[src/rtl/gmii_rx_frame_parser.sv]
// GMII receive frame parser: strips preamble/SFD/FCS, forwards payload bytes,
// checks CRC-32, length and GMII errors, and reports per-frame status and counts.
module gmii_rx_frame_parser #(
   parameter int unsigned MIN_LEN = 64,
   parameter int unsigned MAX_LEN = 1518
) (
   input  logic        rx_clk,
   input  logic        rst,
   input  logic        rx_dv_gm,
   input  logic        rx_er_gm,
   input  logic [7:0]  rxd_gm,
   output logic        rx_valid,
   output logic [7:0]  rx_data,
   output logic        rx_sop,
   output logic        rx_done,
   output logic [3:0]  rx_err,
   output logic [15:0] frame_len,
   output logic [31:0] good_cnt,
   output logic [31:0] bad_cnt
);

   localparam logic [7:0]  PRE_BYTE    = 8'h55;
   localparam logic [7:0]  SFD_BYTE    = 8'hD5;
   localparam logic [31:0] CRC_POLY    = 32'hEDB8_8320;
   localparam logic [31:0] CRC_INIT    = 32'hFFFF_FFFF;
   localparam logic [31:0] CRC_RESIDUE = 32'hDEBB_20E3;

   typedef enum logic [1:0] {IDLE, PREAMBLE, DATA, DROP} state_t;

   state_t      state, state_next;
   logic [2:0]  pre_cnt;
   logic        drop_report;

   logic        start_frame, take_byte, end_frame, pre_fail, arm_drop;

   logic [31:0] crc;
   logic [15:0] len_cnt;
   logic        gm_err;
   logic [7:0]  dly [4];
   logic [2:0]  fill;
   logic        sop_pend;

   logic        len_bad, crc_bad;
   logic [3:0]  frame_err;

   // Reflected CRC-32, one byte LSB first.
   function automatic logic [31:0] crc_step(input logic [31:0] c, input logic [7:0] d);
      logic [31:0] r;
      logic        fb;
      // NOTE: blocking assignments are correct here; this is a combinational
      // function evaluated bit by bit, not clocked state.
      r = c;
      for (int i = 0; i < 8; i++) begin
         fb = r[0] ^ d[i];
         r  = r >> 1;
         if (fb) r = r ^ CRC_POLY;
      end
      return r;
   endfunction

   always_comb begin
      // NOTE: every output of this block gets a default first, so no path
      // through the case statement can infer a latch.
      state_next  = state;
      start_frame = 1'b0;
      take_byte   = 1'b0;
      end_frame   = 1'b0;
      pre_fail    = 1'b0;
      arm_drop    = 1'b0;
      case (state)
         IDLE: begin
            if (rx_dv_gm) begin
               if (rxd_gm == PRE_BYTE) begin
                  state_next = PREAMBLE;
               end else if (rxd_gm == SFD_BYTE) begin
                  state_next  = DATA;
                  start_frame = 1'b1;
               end else begin
                  state_next = DROP;
                  arm_drop   = 1'b1;
               end
            end
         end
         PREAMBLE: begin
            if (!rx_dv_gm) begin
               state_next = IDLE;
               pre_fail   = 1'b1;
            end else if (rxd_gm == SFD_BYTE) begin
               state_next  = DATA;
               start_frame = 1'b1;
            end else if (rxd_gm != PRE_BYTE || pre_cnt == 3'd7) begin
               state_next = DROP;
               arm_drop   = 1'b1;
            end
         end
         DATA: begin
            if (rx_dv_gm) begin
               take_byte = 1'b1;
            end else begin
               state_next = IDLE;
               end_frame  = 1'b1;
            end
         end
         DROP: begin
            if (!rx_dv_gm) begin
               state_next = IDLE;
               pre_fail   = drop_report;
            end
         end
         default: state_next = DROP;
      endcase
   end

   // Reset parks in DROP with reporting disarmed so a frame in flight is discarded silently.
   always_ff @(posedge rx_clk) begin
      if (rst) begin
         state       <= DROP;
         pre_cnt     <= 3'd0;
         drop_report <= 1'b0;
      end else begin
         state <= state_next;
         if (state_next == PREAMBLE)
            pre_cnt <= (state == PREAMBLE) ? pre_cnt + 3'd1 : 3'd1;
         else
            pre_cnt <= 3'd0;
         if (arm_drop) drop_report <= 1'b1;
      end
   end

   assign len_bad   = (32'(len_cnt) < MIN_LEN) || (32'(len_cnt) > MAX_LEN);
   assign crc_bad   = (crc != CRC_RESIDUE);
   assign frame_err = {1'b0, gm_err, len_bad, crc_bad};

   always_ff @(posedge rx_clk) begin
      if (rst) begin
         rx_valid  <= 1'b0;
         rx_data   <= 8'd0;
         rx_sop    <= 1'b0;
         rx_done   <= 1'b0;
         rx_err    <= 4'd0;
         frame_len <= 16'd0;
         good_cnt  <= 32'd0;
         bad_cnt   <= 32'd0;
         crc       <= 32'd0;
         len_cnt   <= 16'd0;
         gm_err    <= 1'b0;
         fill      <= 3'd0;
         sop_pend  <= 1'b0;
         // NOTE: the delay line is only four bytes of flops, so it is cleared
         // explicitly; a RAM-sized array would be left out of reset.
         for (int i = 0; i < 4; i++) dly[i] <= 8'd0;
      end else begin
         rx_valid <= 1'b0;
         rx_sop   <= 1'b0;
         rx_done  <= 1'b0;

         if (start_frame) begin
            crc      <= CRC_INIT;
            len_cnt  <= 16'd0;
            gm_err   <= 1'b0;
            fill     <= 3'd0;
            sop_pend <= 1'b1;
         end

         if (take_byte) begin
            crc <= crc_step(crc, rxd_gm);
            if (len_cnt != 16'hFFFF) len_cnt <= len_cnt + 16'd1;
            if (rx_er_gm) gm_err <= 1'b1;
            dly[0] <= rxd_gm;
            for (int i = 1; i < 4; i++) dly[i] <= dly[i-1];
            // Once four bytes are buffered, the oldest can no longer be FCS.
            if (fill == 3'd4) begin
               rx_valid <= 1'b1;
               rx_data  <= dly[3];
               rx_sop   <= sop_pend;
               sop_pend <= 1'b0;
            end else begin
               fill <= fill + 3'd1;
            end
         end

         if (end_frame) begin
            rx_done   <= 1'b1;
            rx_err    <= frame_err;
            frame_len <= len_cnt;
            if (frame_err == 4'd0) good_cnt <= good_cnt + 32'd1;
            else                   bad_cnt  <= bad_cnt + 32'd1;
         end

         if (pre_fail) begin
            rx_done   <= 1'b1;
            rx_err    <= 4'b1000;
            frame_len <= 16'd0;
            bad_cnt   <= bad_cnt + 32'd1;
         end
      end
   end

endmodule

[config.mk]
export PLATFORM = sky130hd
export DESIGN_NAME = gmii_rx_frame_parser
export DESIGN_NICKNAME = d
export VERILOG_FILES = /design/src/rtl/gmii_rx_frame_parser.sv
export SDC_FILE = /design/constraint.sdc
export NUM_CORES = 1
export LEC_CHECK = 0
export ABC_AREA = 0
export CAP_MARGIN = 20
export CELL_PAD_IN_SITES_DETAIL_PLACEMENT = 1
export CELL_PAD_IN_SITES_GLOBAL_PLACEMENT = 1
export CORE_MARGIN = 2
export CORE_UTILIZATION = 38
export DETAILED_ROUTE_END_ITERATION = 8
export PLACE_DENSITY_LB_ADDON = 0.1
export RECOVER_POWER = 100
export SKIP_LAST_GASP = 1
export SLEW_MARGIN = 20
export SYNTH_ARGS = -nofsm -noshare
export SYNTH_HDL_FRONTEND = slang
export SYNTH_SLANG_ARGS = --single-unit
[constraint.sdc]
create_clock -name rx_clk -period 2.6 [get_ports rx_clk]
set_input_delay 0.65 -clock rx_clk [delete_from_list [all_inputs] [get_ports rx_clk]]
set_output_delay 0.65 -clock rx_clk [all_outputs]
set_load 0.01 [all_outputs]
# [Yosys cells after proc, flatten, opt, wreduce, memory -nomap -nowiden]
# Memory sizes are Yosys's and may differ from the RTL's. A register that Yosys moved wholly into a read port is not among the register bits.
# Cells that the tools add are included.
[word_totals] mem_count=1 wordCells=156 out_inout_bits=95 input_bits=12 ff_bits=146 mem_bits_rw=32
[op_classes] n_eq_ne=12 addsub=5 bitwise=24 magnitude_cmp=2 mux=80 n_reduce_logical=15
[memory_table] name="dly" depth=4 word_bits=8 rd=4 rd_ports_with_merged_regs=1 write_ports=4 line="39" text="logic [7:0] dly [4];"
[op_table] cell="$mux W32" n=27
[op_table] cell="$not A13 Y14" n=8
[op_table] cell="$add A32 B1 Y32 const B" n=2
[op_table] cell="$mux W16" n=3
[op_table] cell="$mux W8" n=4
[op_table] cell="$ne A32 B32 Y1 const B" n=1
[op_table] cell="$mux W1" n=31
[op_table] cell="$add A16 B1 Y16 const B" n=1
[op_table] cell="$gt A16 B11 Y1 const B" n=1
[op_table] cell="$lt A16 B7 Y1 const B" n=1
[op_table] cell="$ne A16 B16 Y1 const B" n=1
[op_table] cell="$mux W2" n=6
[op_table] cell="$mux W3" n=3
[op_table] cell="$eq A8 B7 Y1 const B" n=1
[op_table] cell="$eq A8 B8 Y1 const B" n=1
[op_table] cell="$mux W4" n=2
[op_table] cell="$ne A8 B7 Y1 const B" n=1
[op_table] cell="$reduce_or A2 Y1" n=4
[op_table] cell="$xor A1 B1 Y1" n=8
[op_table] cell="$add A3 B1 Y3 const B" n=2
[op_table] cell="$eq A3 B3 Y1 const B" n=2
[op_table] cell="$pmux W1 S2" n=3
[op_table] cell="$pmux W2 S3" n=1
[op_table] cell="$reduce_and A2 Y1" n=3
[op_table] cell="10 further kinds" n=21

# [Depth between registers and ports, before layout]
# Gate-level depths: netlist of run 1.
[depth] ltp_word=31 ltp_mapped=9 depth_no_buf=7

# [Worst setup path after synthesis of run 1]
# OpenSTA, ideal clock, no wires.
[synth_path] kind="in2reg" from="in rx_dv_gm" to="reg bad_cnt[20]" t_required_ns=2.465 t_arrival_ns=2.362 setup_ns=0.135 path_buffers=2 setup_slack_ns=0.103 stages=8 path_cell_list="or3b_1 > buf_2 > nor4_1 > o21ai_0 > o311a_1 > buf_2 > o311ai_0 > o41ai_1"
[synth_between] elab_chain_len=4 word_cells_on_any_way=8 cone_classes="eq/ne: 1; mux: 5; reduce/logical: 2"
[synth_lines] element="start, declared" line="9" text="input logic rx_dv_gm,"
[synth_lines] element="$mux W1, on equally long branches" line="105, 85, 97"
[synth_lines] element="$pmux W1 S2 / $mux W1 (equally long branches)" line="70" text="case (state)"
[synth_lines] element="$ne A2 B2 Y1 (no line) / $reduce_bool A2 Y1 (equally long branches)"
[synth_lines] element="$reduce_and A2 Y1 (no line)"
[synth_lines] element="end signal, assigned" line="187" text="else bad_cnt <= bad_cnt + 32'd1;"
[synth_lines] element="end signal, assigned" line="194" text="bad_cnt <= bad_cnt + 32'd1;"
[synth_lines] element="end, declared" line="19" text="output logic [31:0] bad_cnt"
# Several ways; a longest one is shown, not always the timed one.
# A chain may end at the register's enable or synchronous reset.

# [Worst setup path after layout of run 1]
[layout_path] from="reg crc[11]" to="reg good_cnt[27]"
[layout_between] elab_chain_len=3
[layout_lines] element="start, declared" line="36" text="logic [31:0] crc;"
[layout_lines] element="start signal, assigned" line="166" text="crc <= crc_step(crc, rxd_gm);"
[layout_lines] element="$ne A32 B32 Y1" line="131" text="assign crc_bad = (crc != CRC_RESIDUE);"
[layout_lines] element="$logic_not A4 Y1" line="186" text="if (frame_err == 4'd0) good_cnt <= good_cnt + 32'd1;"
[layout_lines] element="$reduce_and A2 Y1 (no line)"
[layout_lines] element="end signal, assigned" line="186"
[layout_lines] element="end, declared" line="18" text="output logic [31:0] good_cnt,"
# Every way passes these cells.

==> metrics.md, run 1 <==
| Metric | Value |
|---|---|
| GR Layer Usage met3 | `0.0426` |
| Mapped Avg Cell Area | `9.19 µm²` |
| CTS tree | `built` |
| Post-route ant nets | `0` |
| GR Overflow Total | `0` |
| Slew Limit Fails | `0` |
| Clock skew after layout | `14.1 ps` |
| Worst-Skew Late Latency | `430 ps` |
| Post-Synth Adder-Cell Area | `0.0103` |
| Final wirelength | `23300 µm` |
| Detailed Routing Iterations Pass 1 | `4` |
| Final period util | `0.959` |
| Slew at the pin closest to its max-slew limit | `789 ps` |
| FP Rows | `54` |
| Worst IR Drop VDD | `368 µV` |
| Htree depth | `4` |
| Cell area power density | `597 nW/µm²` |
| Post-synthesis register bit count | `186` |
| WP data arrival | `2850 ps` |
| Critical path class | `reg2reg` |
| Final Critical Period | `2490 ps` |
| Worst Path Required | `2960 ps` |
| FMAX | `0.401 GHz` |
| Largest family of logic cells by synthesized area | `simple AND/OR/NAND/NOR gates` |
| All-Layer GR Usage | `0.204` |
| CTS Buffer Depth | `2` |
| First-pass GRT wire length | `39400 µm` |
| DRC violations left | `0` |
| Die area | `23600 µm²` |
| CP cell instances | `nor4b_1, nand4_1, nor3_1, buf_4, nand4_1, buf_4, or3_1, a21oi_1` |
| Clock-pin transition on the worst setup and hold timing paths | `70 ps` |
| RSZ-0062 raised after global routing | `no` |
| Wirelength per Cell | `16.7 µm` |
| Hold Path Class | `reg2reg` |
| Via count | `7379` |
| Dpl cell area | `10600 µm²` |
| Post-synth cell types | `70` |
| Fillers | `2536` |
| Finish-stage setup viols | `0` |
| CP Max Fanout | `12` |
| Die span in x | `154 µm` |
| CP endpoint kind | `flip-flop` |
| Hpwl dp | `16800 µm` |
| Max-cap viol count | `0` |
| M1 GR Usage | `0.264` |
| Top_reg_cell synth | `dfxtp_1` |
| Run status | `finished clean` |
| Clk sink count | `186` |
| Critical Path Source Type | `flip-flop` |
| Utilization after layout | `0.504` |
| Post-synth EDFFs | `32` |
| Syn nets | `944` |
| Num CTS Buffers | `17` |
| Gpl congestion | `0.809` |
| Slowest-stage cell, CP | `nor4b_1` |
| Pin count of the biggest net entering global routing | `60` |
| Met2 usage | `0.346` |
| Xor and xnor area share after synthesis | `0.102` |
| Routed vias/inst | `5.28` |
| Async SR Flop Fraction | `0` |
| Final hold violations | `0` |
| Ratio of cells with drive above 1 in the final layout | `0.131` |
| Starting Density | `0.388` |
| Seq/Total Area, Yosys | `0.476` |
| Mux share of post-synthesis cell area | `0.0128` |
| Layout net count | `1124` |
| Post-synthesis instance total | `925` |
| Vias in the first global route | `7644` |
| Post-CTS Setup Bufs | `0` |
| Core ar. | `21900 µm²` |
| Root Buffer | `clkbuf_16` |
| Ports | `107` |
| Post-CTS Hold Fix Bufs | `0` |
| IO buf count | `106` |
| Synthesized area | `8500 µm²` |
| Complex-gate fraction of the synthesized area | `0.137` |
| Slew margin rel. | `0.474` |
| Drt initial violations | `360` |
| Antenna cell count | `0` |
| Area grow syn2layout | `29.7%` |
| Finished Cell Area | `11000 µm²` |
| Die Ht | `154 µm` |
| Leak | `4.19 nW` |
| Max stage delay on crit path | `510 ps` |
| Initial antenna violation count | `0` |
| Top Usage Layer GRT | `met2` |
| Simple logic cell fraction of the synthesized area | `0.232` |
| Warnings from Yosys | `0` |
-- area by class of cell --
type / count / area, µm² / area share
tap: 280 / 350 / 0.0318
inverter: 18 / 67.6 / 0.00613
clock buffer: 19 / 433 / 0.0393
timing repair buffer: 208 / 1770 / 0.161
clock inverter: 13 / 155 / 0.0141
sequential: 186 / 4040 / 0.367
multi-input combinational: 674 / 4210 / 0.381
-- registers in the layout, summed over array words and instances, names as in the netlist --
| register | flops |
|---|---|
| rx_sop | 1 |
| crc | 32 |
| pre_cnt | 3 |
| len_cnt | 16 |
| rx_done | 1 |
| sop_pend | 1 |
| dly | 32 |
| gm_err | 1 |
| rx_data | 8 |
| rx_valid | 1 |
| rx_err | 4 |
| drop_report | 1 |
| frame_len | 16 |
| fill | 3 |
| state | 2 |
| good_cnt | 32 |
| bad_cnt | 32 |
-- cell usage in the layout (no fill, tap or decap), drive strengths merged, types with 4 or more instances in the layout --
cell type,instances
dfxtp,154
dlygate4sd3,97
nor2,88
nand2,87
buf,77
xnor2,65
a21oi,60
clkbuf,46
o21ai,42
and2,41
edfxtp,32
nand3,32
xor2,31
nand4,26
inv,26
or3,21
nor3,17
a211oi,15
o22ai,13
and3,11
or2,9
o41ai,7
nor2b,7
mux2,7
ha,7
clkdlybuf4s50,7
or4,7
nor4,7
a31oi,6
o311ai,6
and4,5
nand4b,4
nor3b,4
-- worst max-delay path, delay by kind of cell (launching register included) --
kind                   cells  cell delay [ps]
and+or+nand+nor            5             1510
buffers and inverters      2              440
DFF                        1              340
AOI/OAI and AO/OA          1              140
-- logic make-up after synthesis --
group	count (synthesis)
AO/OA/AOI/OAI	184
flip-flops	186
multiplexers	10
XOR/XNOR	96
adder cells (fa/ha/maj)	7
buffers and inverters	65
AND/OR/NAND/NOR	377
-- worst paths after layout --
path | depth (start not counted) | from | slack (ps) | end
setup / recovery | 8 | crc[11]$_SDFFE_PP0P_ | 110 | good_cnt[27]$_SDFFE_PP0P_
hold / removal | 2 | rx_data[1]$_SDFFE_PP0P_ | 450 | rx_data[1]$_SDFFE_PP0P_
setup reg to reg | 8 | crc[11]$_SDFFE_PP0P_ | 110 | good_cnt[27]$_SDFFE_PP0P_
hold reg to reg | 2 | rx_data[1]$_SDFFE_PP0P_ | 450 | rx_data[1]$_SDFFE_PP0P_
-- synthesized netlist by cell type, drive strengths merged (4+ instances only) --
cell type | instances | area share
dfxtp | 154 | 0.36
nor2 | 88 | 0.039
nand2 | 87 | 0.039
xnor2 | 65 | 0.068
a21oi | 60 | 0.035
o21ai | 42 | 0.025
and2 | 41 | 0.030
clkbuf | 37 | 0.016
edfxtp | 32 | 0.11
nand3 | 32 | 0.019
xor2 | 31 | 0.035
nand4 | 26 | 0.020
or3 | 21 | 0.015
inv | 18 | 0.0079
nor3 | 17 | 0.010
a211oi | 15 | 0.013
o22ai | 13 | 0.0096
and3 | 11 | 0.0081
buf | 10 | 0.0056
or2 | 9 | 0.0066
ha | 7 | 0.010
mux2 | 7 | 0.0093
nor2b | 7 | 0.0052
nor4 | 7 | 0.0077
o41ai | 7 | 0.0072
or4 | 7 | 0.0066
a31oi | 6 | 0.0044
o311ai | 6 | 0.0062
and4 | 5 | 0.0052
nand4b | 4 | 0.0041
nor3b | 4 | 0.0041
-- routing by layer --
metal	vias to the layer above	part of all wire	wire length [µm]
li1	3652	-	-
met1	3602	0.46	10800
met2	102	0.49	11400
met3	23	0.035	818
met4	0	0.015	344
met5	-	0	0
-- through the flow --
stage	TNS [ps]	hold slack (ps)	worst slack [ps]	power, mW	std cells
2_1_floorplan	0	428	103	3.65	925
3_5_place_dp	-19020	450	-609	4.01	1366
6_report	0	453	106	6.58	1398
3_3_place_gp	-13630	441	-454	3.99	1366
4_1_cts	0	460	14.5	6.70	1398
5_1_grt	0	477	21.0	6.88	1398
-- power by group --
| part | switching [mW] | total (mW) | internal [mW] |
|---|---|---|---|
| sequential | 0.0477 | 3.05 | 3.00 |
| combinational | 0.446 | 0.877 | 0.431 |
| clock | 1.21 | 2.66 | 1.45 |
-- repair_timing --
action                     in CTS  in global routing
setup endpoints to repair       9                 21
pin swaps                       0                  0
resized for setup               4                  5
No activity file was read; power rests on OpenSTA's default activity.
==> inputs of run 2 (changes only) <==
--- a/config.mk
+++ b/config.mk
@@ -6,7 +6,6 @@
 export NUM_CORES = 1
 export LEC_CHECK = 0
 export ABC_AREA = 0
-export CAP_MARGIN = 20
 export CELL_PAD_IN_SITES_DETAIL_PLACEMENT = 1
 export CELL_PAD_IN_SITES_GLOBAL_PLACEMENT = 1
 export CORE_MARGIN = 2
==> results of run 2 <==
Same layout as run 1: the final DEF is identical, and so are final timing and power.
